$ cat config.mk
export PLATFORM = sky130hd
export DESIGN_NAME = rv_decode_stage
export DESIGN_NICKNAME = d
export VERILOG_FILES = /design/src/rtl/rv_decode_stage.sv
export SDC_FILE = /design/constraint.sdc
export NUM_CORES = 1
export LEC_CHECK = 0
export ABC_AREA = 1
export ABC_CLOCK_PERIOD_IN_PS = 12500
export CAP_MARGIN = 20
export CORE_MARGIN = 2
export CORE_UTILIZATION = 55
export CTS_CLUSTER_SIZE = 16
export DETAILED_ROUTE_END_ITERATION = 6
export DONT_BUFFER_PORTS = 1
export PLACE_DENSITY = 0.81
export SYNTH_ARGS = -nofsm -noshare
export SYNTH_HDL_FRONTEND = slang
export SYNTH_SLANG_ARGS = --single-unit
$ cat constraint.sdc
create_clock -name clk -period 12.5 [get_ports clk]
set_input_delay 2.5 -clock clk [delete_from_list [all_inputs] [get_ports clk]]
set_output_delay 2.5 -clock clk [all_outputs]
set_load 0.02 [all_outputs]
$ cat src/rtl/rv_decode_stage.sv
// RV32I decode stage: DEPTH-entry instruction queue feeding a registered full decoder.
// Optional macro DECODE_RVE_EN restricts register fields to x0..x15 (RV32E).
package rv_define_pkg;
  typedef enum logic [4:0] {
    RV_ALU_ADD   = 5'd0,
    RV_ALU_SUB   = 5'd1,
    RV_ALU_SLL   = 5'd2,
    RV_ALU_SLT   = 5'd3,
    RV_ALU_SLTU  = 5'd4,
    RV_ALU_XOR   = 5'd5,
    RV_ALU_SRL   = 5'd6,
    RV_ALU_SRA   = 5'd7,
    RV_ALU_OR    = 5'd8,
    RV_ALU_AND   = 5'd9,
    RV_ALU_LUI   = 5'd10,
    RV_ALU_AUIPC = 5'd11,
    RV_ALU_JAL   = 5'd12,
    RV_ALU_BEQ   = 5'd13,
    RV_ALU_BNE   = 5'd14,
    RV_ALU_BLT   = 5'd15,
    RV_ALU_BGE   = 5'd16,
    RV_ALU_BLTU  = 5'd17,
    RV_ALU_BGEU  = 5'd18
  } alu_op_e;
endpackage

module rv_decode_stage #(
  parameter int DEPTH = 2,
  parameter int PC_W  = 32
) (
  input  logic                   clk,
  input  logic                   reset,
  input  logic                   flush,
  input  logic                   in_valid,
  output logic                   in_ready,
  input  logic [31:0]            in_instr,
  input  logic [PC_W-1:0]        in_pc,
  output logic                   out_valid,
  input  logic                   out_ready,
  output logic [PC_W-1:0]        out_pc,
  output logic [4:0]             out_rs1,
  output logic [4:0]             out_rs2,
  output logic [4:0]             out_rd,
  output logic [31:0]            out_imm,
  output rv_define_pkg::alu_op_e out_alu_op,
  output logic                   out_use_imm,
  output logic                   out_illegal
);
  import rv_define_pkg::*;

  localparam int PTR_W = (DEPTH > 1) ? $clog2(DEPTH) : 1;
  localparam int CNT_W = $clog2(DEPTH + 1);

  typedef struct packed {
    logic [4:0]  rs1;
    logic [4:0]  rs2;
    logic [4:0]  rd;
    logic [31:0] imm;
    alu_op_e     alu_op;
    logic        use_imm;
    logic        illegal;
  } dec_t;

  function automatic dec_t decode_instr(input logic [31:0] ins);
    dec_t        d;
    logic [2:0]  f3;
    logic [6:0]  f7;
    logic [31:0] imm_i;
    f3      = ins[14:12];
    f7      = ins[31:25];
    imm_i   = {{20{ins[31]}}, ins[31:20]};
    d.rs1     = ins[19:15];
    d.rs2     = ins[24:20];
    d.rd      = ins[11:7];
    d.imm     = 32'd0;
    d.alu_op  = RV_ALU_ADD;
    d.use_imm = 1'b0;
    d.illegal = 1'b0;
    case (ins[6:0])
      7'b0110111, 7'b0010111: begin
        d.rs1     = 5'd0;
        d.rs2     = 5'd0;
        d.imm     = {ins[31:12], 12'd0};
        d.alu_op  = (ins[5]) ? RV_ALU_LUI : RV_ALU_AUIPC;
        d.use_imm = 1'b1;
      end
      7'b1101111: begin
        d.rs1     = 5'd0;
        d.rs2     = 5'd0;
        d.imm     = {{12{ins[31]}}, ins[19:12], ins[20], ins[30:21], 1'b0};
        d.alu_op  = RV_ALU_JAL;
        d.use_imm = 1'b1;
      end
      7'b1100111: begin
        d.rs2     = 5'd0;
        d.imm     = imm_i;
        d.use_imm = 1'b1;
        d.illegal = (f3 != 3'd0);
      end
      7'b1100011: begin
        d.rd  = 5'd0;
        d.imm = {{20{ins[31]}}, ins[7], ins[30:25], ins[11:8], 1'b0};
        case (f3)
          3'b000:  d.alu_op = RV_ALU_BEQ;
          3'b001:  d.alu_op = RV_ALU_BNE;
          3'b100:  d.alu_op = RV_ALU_BLT;
          3'b101:  d.alu_op = RV_ALU_BGE;
          3'b110:  d.alu_op = RV_ALU_BLTU;
          3'b111:  d.alu_op = RV_ALU_BGEU;
          default: d.illegal = 1'b1;
        endcase
      end
      7'b0000011: begin
        d.rs2     = 5'd0;
        d.imm     = imm_i;
        d.use_imm = 1'b1;
        d.illegal = (f3 == 3'b011) || (f3 == 3'b110) || (f3 == 3'b111);
      end
      7'b0100011: begin
        d.rd      = 5'd0;
        d.imm     = {{20{ins[31]}}, ins[31:25], ins[11:7]};
        d.use_imm = 1'b1;
        d.illegal = (f3[2] || (f3 == 3'b011));
      end
      7'b0010011: begin
        d.rs2     = 5'd0;
        d.imm     = imm_i;
        d.use_imm = 1'b1;
        case (f3)
          3'b000:  d.alu_op = RV_ALU_ADD;
          3'b010:  d.alu_op = RV_ALU_SLT;
          3'b011:  d.alu_op = RV_ALU_SLTU;
          3'b100:  d.alu_op = RV_ALU_XOR;
          3'b110:  d.alu_op = RV_ALU_OR;
          3'b111:  d.alu_op = RV_ALU_AND;
          3'b001: begin
            d.alu_op  = RV_ALU_SLL;
            d.illegal = (f7 != 7'h00);
          end
          3'b101: begin
            d.alu_op  = (f7 == 7'h20) ? RV_ALU_SRA : RV_ALU_SRL;
            d.illegal = (f7 != 7'h00) && (f7 != 7'h20);
          end
          default: d.illegal = 1'b1;
        endcase
      end
      7'b0110011: begin
        if (f7 == 7'h00) begin
          case (f3)
            3'b000:  d.alu_op = RV_ALU_ADD;
            3'b001:  d.alu_op = RV_ALU_SLL;
            3'b010:  d.alu_op = RV_ALU_SLT;
            3'b011:  d.alu_op = RV_ALU_SLTU;
            3'b100:  d.alu_op = RV_ALU_XOR;
            3'b101:  d.alu_op = RV_ALU_SRL;
            3'b110:  d.alu_op = RV_ALU_OR;
            default: d.alu_op = RV_ALU_AND;
          endcase
        end else if (f7 == 7'h20 && f3 == 3'b000) begin
          d.alu_op = RV_ALU_SUB;
        end else if (f7 == 7'h20 && f3 == 3'b101) begin
          d.alu_op = RV_ALU_SRA;
        end else begin
          d.illegal = 1'b1;
        end
      end
      // FENCE is a NOP; only ECALL/EBREAK are accepted in the SYSTEM space.
      7'b0001111, 7'b1110011: begin
        d.rs1     = 5'd0;
        d.rs2     = 5'd0;
        d.rd      = 5'd0;
        d.illegal = (ins[4]) ? ((ins[31:7] != 25'd0) && (ins[31:7] != 25'h0002000))
                             : (f3 != 3'd0);
      end
      default: d.illegal = 1'b1;
    endcase
`ifdef DECODE_RVE_EN
    if (d.rs1[4] || d.rs2[4] || d.rd[4]) begin
      d.illegal = 1'b1;
    end
`endif
    if (d.illegal) begin
      d.rs1     = 5'd0;
      d.rs2     = 5'd0;
      d.rd      = 5'd0;
      d.imm     = 32'd0;
      d.alu_op  = RV_ALU_ADD;
      d.use_imm = 1'b0;
    end
    return d;
  endfunction

  logic [31:0]     instr_mem_q [DEPTH];
  logic [PC_W-1:0] pc_mem_q    [DEPTH];
  logic [PTR_W-1:0] wr_ptr_q, wr_ptr_d, rd_ptr_q, rd_ptr_d;
  logic [CNT_W-1:0] count_q, count_d;
  logic            out_valid_q, out_valid_d;
  logic [PC_W-1:0] out_pc_q, out_pc_d;
  dec_t            out_q, out_d, dec_s;
  logic            push_s, pop_s;

  assign in_ready = !reset && (count_q < CNT_W'(DEPTH));
  assign push_s   = in_valid && in_ready && !flush;
  assign pop_s    = (!out_valid_q || out_ready) && (count_q != '0);
  assign dec_s    = decode_instr(instr_mem_q[rd_ptr_q]);

  // Queue pointer/occupancy next state; flush empties everything.
  always_comb begin
    wr_ptr_d = wr_ptr_q;
    rd_ptr_d = rd_ptr_q;
    count_d  = count_q;
    if (flush) begin
      wr_ptr_d = '0;
      rd_ptr_d = '0;
      count_d  = '0;
    end else begin
      if (push_s) wr_ptr_d = wr_ptr_q + PTR_W'(1);
      else        wr_ptr_d = wr_ptr_q;
      if (pop_s)  rd_ptr_d = rd_ptr_q + PTR_W'(1);
      else        rd_ptr_d = rd_ptr_q;
      case ({push_s, pop_s})
        2'b10:   count_d = count_q + CNT_W'(1);
        2'b01:   count_d = count_q - CNT_W'(1);
        default: count_d = count_q;
      endcase
    end
  end

  // Output register: reload from the queue head whenever it is empty or being consumed.
  always_comb begin
    out_valid_d = out_valid_q;
    out_pc_d    = out_pc_q;
    out_d       = out_q;
    if (flush) begin
      out_valid_d = 1'b0;
    end else if (pop_s) begin
      out_valid_d = 1'b1;
      out_pc_d    = pc_mem_q[rd_ptr_q];
      out_d       = dec_s;
    end else if (out_valid_q && out_ready) begin
      out_valid_d = 1'b0;
    end else begin
      out_valid_d = out_valid_q;
    end
  end

  // Storage array is data-only; occupancy tracking makes stale entries harmless.
  always_ff @(posedge clk) begin
    if (push_s && !reset) begin
      instr_mem_q[wr_ptr_q] <= in_instr;
      pc_mem_q[wr_ptr_q]    <= in_pc;
    end
  end

  // State registers.
  always_ff @(posedge clk) begin
    if (reset) begin
      wr_ptr_q    <= '0;
      rd_ptr_q    <= '0;
      count_q     <= '0;
      out_valid_q <= 1'b0;
      out_pc_q    <= '0;
      out_q       <= '0;
    end else begin
      wr_ptr_q    <= wr_ptr_d;
      rd_ptr_q    <= rd_ptr_d;
      count_q     <= count_d;
      out_valid_q <= out_valid_d;
      out_pc_q    <= out_pc_d;
      out_q       <= out_d;
    end
  end

  assign out_valid   = out_valid_q;
  assign out_pc      = out_pc_q;
  assign out_rs1     = out_q.rs1;
  assign out_rs2     = out_q.rs2;
  assign out_rd      = out_q.rd;
  assign out_imm     = out_q.imm;
  assign out_alu_op  = out_q.alu_op;
  assign out_use_imm = out_q.use_imm;
  assign out_illegal = out_q.illegal;

endmodule
# --- Word level (Yosys, flattened, before mapping) ---
# Memories as Yosys holds them, arrays and structs flattened. A register that Yosys moved wholly into a read port is not among the register bits.
# Index checks and enable logic that the tools add are counted.
totals:
  input_bits: 69
  elab_cells: 107
  ramBits: 128
  ff_bits: 59
  memories: 2
op_classes:
  reduce_logical: 36
  bitwise_logic: 1
  add_sub_neg: 4
  mux: 29
  magnitude_cmp: 1
  eq_ne: 23
mem_list:
  columns: ["name", "depth", "width", "rd", "rd_ports_with_merged_regs", "write_ports", "line_no", "rtl"]
  rows:
  - ["instr_mem_q", 2, 32, 1, 1, 1, "193", "logic [31:0] instr_mem_q [DEPTH];"]
  - ["pc_mem_q", 2, 32, 1, 1, 1, "194", "logic [PC_W-1:0] pc_mem_q [DEPTH];"]
op_table:
  columns: ["cell", "count"]
  rows:
  - ["case mux 32 bit (5 select lines)", 1]
  - ["two-way mux 53 bit", 1]
  - ["case mux 5 bit (8 select lines)", 1]
  - ["case mux 5 bit (6 select lines)", 1]
  - ["== test 7 x 6 -> 1 bit (second input constant)", 4]
  - ["== test 7 bit (second input constant)", 4]
  - ["case mux 4 bit (7 select lines)", 1]
  - ["two-way mux 5 bit", 5]
  - ["inequality test 25 x 14 -> 1 bit (second input constant)", 1]
  - ["case mux 5 bit (5 select lines)", 1]
  - ["nonzero test 25 bit", 1]
  - ["== test 7 x 5 -> 1 bit (second input constant)", 2]
  - ["two-way mux 1 bit", 14]
  - ["== test 3 bit (second input constant)", 4]
  - ["logical AND 1 bit", 10]
  - ["case mux 1 bit (8 select lines)", 1]
  - ["OR reduction 8 bit", 1]
  - ["== test 7 x 2 -> 1 bit (second input constant)", 1]
  - ["== test 7 x 4 -> 1 bit (second input constant)", 1]
  - ["zero test 7 bit", 1]
  - ["inequality test 7 x 6 -> 1 bit (second input constant)", 1]
  - ["nonzero test 7 bit", 1]
  - ["OR reduction 7 bit", 1]
  - ["== test 3 x 2 -> 1 bit (second input constant)", 2]
  - ["other kinds (22)", 33]

# --- Logic depth before layout (Yosys ltp) ---
depth:
  word_depth: 7
  depth_mapped: 18
  mapped_depth_nobuf: 15

# --- Worst setup path before layout ---
# No wires, ideal clock.
synth_timing:
  path_kind: "input -> register"
  start: "input port reset"
  end: "memory instr_mem_q[0][0] (enable)"
  setup_time_ns: 0.487
  stages: 4
  setup_slack_ns: 6.277
  t_required_ns: 12.013
  n_path_buf: 1
  t_arrival_ns: 5.736
  path_cell_list: "buf_2 nor2_1 nand3_1 nor2_1"
synth_between:
  elab_chain_len: 7
synth_rtl:
  columns: ["item", "line_no", "rtl"]
  rows:
  - ["start: declaration", "32", "input logic reset,"]
  - ["zero test 1 bit *", "202, 249", null]
  - ["logical AND 1 bit", "202", "assign in_ready = !reset && (count_q < CNT_W'(DEPTH));"]
  - ["logical AND 1 bit (2 in series)", "203", "assign push_s = in_valid && in_ready && !flush;"]
  - ["logical AND 1 bit *", "249", "if (push_s && !reset) begin"]
  - ["two-way mux 1 bit *", "249", null]
  - ["two-way mux 1 bit (implied by the code) *", "250", "instr_mem_q[wr_ptr_q] <= in_instr;"]
  - ["end: declaration", "193", null]
# Mark *: on every way between the ends. The rest lies on a longest branch, timed or not.

# --- Final worst setup path ---
layout_timing:
  start: "input port reset"
  end: "output port in_ready"
layout_between:
  elab_chain_len: 2
layout_rtl:
  columns: ["item", "line_no", "rtl"]
  rows:
  - ["zero test 1 bit", "202", null]
  - ["logical AND 1 bit", "202", null]
  - ["end: declaration", "35", "output logic in_ready,"]
# No other way between the ends.

==> impl_metrics.env <==
export IMPL_synth_fa_ha_area_share_pct=0.1350
export IMPL_synth_largest_area_cell="edfxtp_1"
export IMPL_synthesis_area_um2=9271
export IMPL_grt_overflow=0
export IMPL_crit_chain="nor2_1"
export IMPL_antennaDiodeCount=0
export IMPL_synth_compound_area_share_pct=10.46
export IMPL_holdWs_ns=0.5388
export IMPL_busiest_layer="met2"
export IMPL_port_buffers=0
export IMPL_synth_top_family_by_area="simple AND/OR/NAND/NOR gates"
export IMPL_antenna_found_initial=0
export IMPL_start_kind="input pin"
export IMPL_worstMarginPinSlew_ns=1.048
export IMPL_outcome="completed"
export IMPL_critical_path_max_fanout=88
export IMPL_core_area_um2=16520
export IMPL_clk_pin_slew_worst_paths_ns=0.06
export IMPL_cp_slowest_cell="nor2_1"
export IMPL_routed_wl_um=20440
export IMPL_wl_per_cell_um=16.44
export IMPL_vias_per_cell=5.392
export IMPL_async_flop_share_pct=0
export IMPL_setup_viol=0
export IMPL_muxShareOfSynthArea_pct=0
export IMPL_synth_xor_area_share_pct=0
export IMPL_p_leak_nw=3.741
export IMPL_numPlacedInstances=1200
export IMPL_fp_dieArea_um2=17910
export IMPL_area_growth_pct=8.853
export IMPL_cts_tree="yes"
export IMPL_cts_buffer_depth=3
export IMPL_fin_skew_ns=0.007937
export IMPL_critPathTopFamily="simple AND/OR/NAND/NOR gates"
export IMPL_num_nets_final=1076
export IMPL_synth_top_area_share_pct=41.46
export IMPL_cts_max_level=1
export IMPL_required_ns=10.00
export IMPL_syn_inst=1023
export IMPL_ys_seq_area_share_pct=61.32
export IMPL_yosys_cell_types_count=33
export IMPL_drtIter0Drc=445
export IMPL_maxCapViolations=0
export IMPL_arrival_ns=2.80
export IMPL_cts_buffers=23
export IMPL_period_share_pct=42.41
export IMPL_gp_congestion=0.8976
export IMPL_fin_ws_ns=7.198
export IMPL_finalHoldViolCount=0
export IMPL_grt_max_degree=104
export IMPL_crit_buf_inv=0
export IMPL_routed_via_count=6702
export IMPL_start_util_pct=56.11
export IMPL_die_h_um=133.8
export IMPL_grtUsageTotal_pct=22.46
export IMPL_synth_area_leaders="edfxtp_1 (41%), dfxtp_1 (20%), nand2_1 (13%)"
export IMPL_die_w_um=133.8
export IMPL_power_density_nw_per_um2=146.5
export IMPL_drt_first_pass_iters=5
export IMPL_grtUsageMet2_pct=36.50
export IMPL_fmax_ghz=0.1886
export IMPL_met1_usage_pct=27.70
export IMPL_syn_nets=1093
export IMPL_grtUsageMet3_pct=8.730
export IMPL_worstSkewPairLatency_ns=0.52
export IMPL_yosys_area_share_simple_pct=22.81
export IMPL_dp_hpwl_um=13460
export IMPL_ys_seq_elements=220
export IMPL_yosys_warnings=0
export IMPL_fin_tns_setup_ns=0
export IMPL_finalWorstPathRequiredPeriod_ns=5.302
export IMPL_criticalPathCategory="input pin to output pin"
export IMPL_hold_buffers=0
export IMPL_grt_pass1_wl_um=31790
export IMPL_drt_antenna_violating_nets=0
export IMPL_fin_cells=1243
export IMPL_drive_gt1_share_pct=10.17
export IMPL_cpPeakStageDelay_ns=0.29
export IMPL_irDropWorstVdd_mv=0.1365
export IMPL_rsz0062_at_grt="no"
export IMPL_cts_setup_buffers=0
export IMPL_num_rows=47
export IMPL_synth_most_common_cell="nand2_1"
export IMPL_ctsResizeCount=0
export IMPL_max_slew_margin_rel_pct=30.06
export IMPL_drc_errors=0
export IMPL_cts_sinks=220
export IMPL_cts_root_buf="clkbuf_16"
export IMPL_end_kind="output pin"
export IMPL_ios=157
export IMPL_synth_edff_count=128
export IMPL_pre_cts_ws_ns=7.199
export IMPL_hold_class="register to register"
export IMPL_final_max_slew_viol_count=0
export IMPL_postSynthAreaPerCell_um2=9.063
export IMPL_synthTopCellsByCount="nand2_1 (316), edfxtp_1 (128), a21oi_1 (126)"
export IMPL_synth_ff_type="edfxtp_1"
export IMPL_grt_pass1_vias=6268
worst paths after layout:
kind / startpoint / end / slack (ns) / cells after the start
max: reset / in_ready / 7.20 / 1
min: count_q[1]$_SDFFE_PP0P_ / count_q[1]$_SDFFE_PP0P_ / 0.54 / 2
max reg2reg: register / out_imm[23]$_SDFFE_PP0P_ / 9.07 / 15
min reg2reg: count_q[1]$_SDFFE_PP0P_ / count_q[1]$_SDFFE_PP0P_ / 0.54 / 2
kinds of logic after synthesis:
group           after synthesis
simple gates                516
flops                       220
compound gates              178
buf+inv                     108
fa+ha+maj                     1
area by class of cell:
cell class | count | area (um^2)
clock buffers | 35 | 671.9
clock inverters | 7 | 56.30
repair buffers | 6 | 65.06
inverters | 60 | 226.5
flip-flops and latches | 220 | 5685
multi-input cells | 695 | 3112
well taps | 220 | 275.3
fillers | 1349 | 6432
state kept, by name, indices dropped and copies added (netlist names), 2 cells and up, named ones only:
signal and cells:
out_rs1 5, instr_mem_q 64, out_pc 32, out_alu_op 5, count_q 2, pc_mem_q 64, out_imm 32, out_rs2 5
out_rd 5
tightest hold or removal path: stages, from the launching register on:
cell and delay, ns:
dfxtp_1 0.31, inv_1 0.11, a21oi_1 0.08
through the flow:
| step | cell area (um^2) | util [%] | total power, mW |
|---|---|---|---|
| floorplan | 9271 | - | 0.8395 |
| global placement | 9336 | 56.50 | 0.8429 |
| detailed placement | 9336 | 56.50 | 0.8445 |
| CTS | 10060 | 60.91 | 1.487 |
| global route | 10090 | 61.07 | 1.522 |
| finish | 10090 | 61.07 | 1.479 |
power breakdown:
group / internal, mW / switching [mW]
logic: 0.0120 / 0.0348
clock network: 0.374 / 0.274
registers: 0.777 / 0.00672
cell usage in the layout (no fill, tap or decap), drive strengths merged:
master | synthesis | routed
clkbuf | 30 | 35
ha | 1 | 1
a31oi | 1 | 1
inv | 60 | 61
a21oi | 137 | 137
clkinv | 0 | 4
clkinvlp | 0 | 2
o21ai | 33 | 33
nand3 | 30 | 30
a22oi | 4 | 4
o22a | 1 | 1
o21a | 1 | 1
nor3 | 2 | 2
nand4 | 3 | 3
nand2 | 342 | 342
edfxtp | 128 | 128
o22ai | 1 | 1
nor2 | 136 | 136
dfxtp | 92 | 92
buf | 18 | 6
or2 | 3 | 3
per-layer routing:
metal	wire, um	vias to the layer above
met5	0	-
met4	531	0
met3	2351	49
met2	9549	258
met1	8004	3072
li1	-	3323
Power figures use the tool's default switching activity.
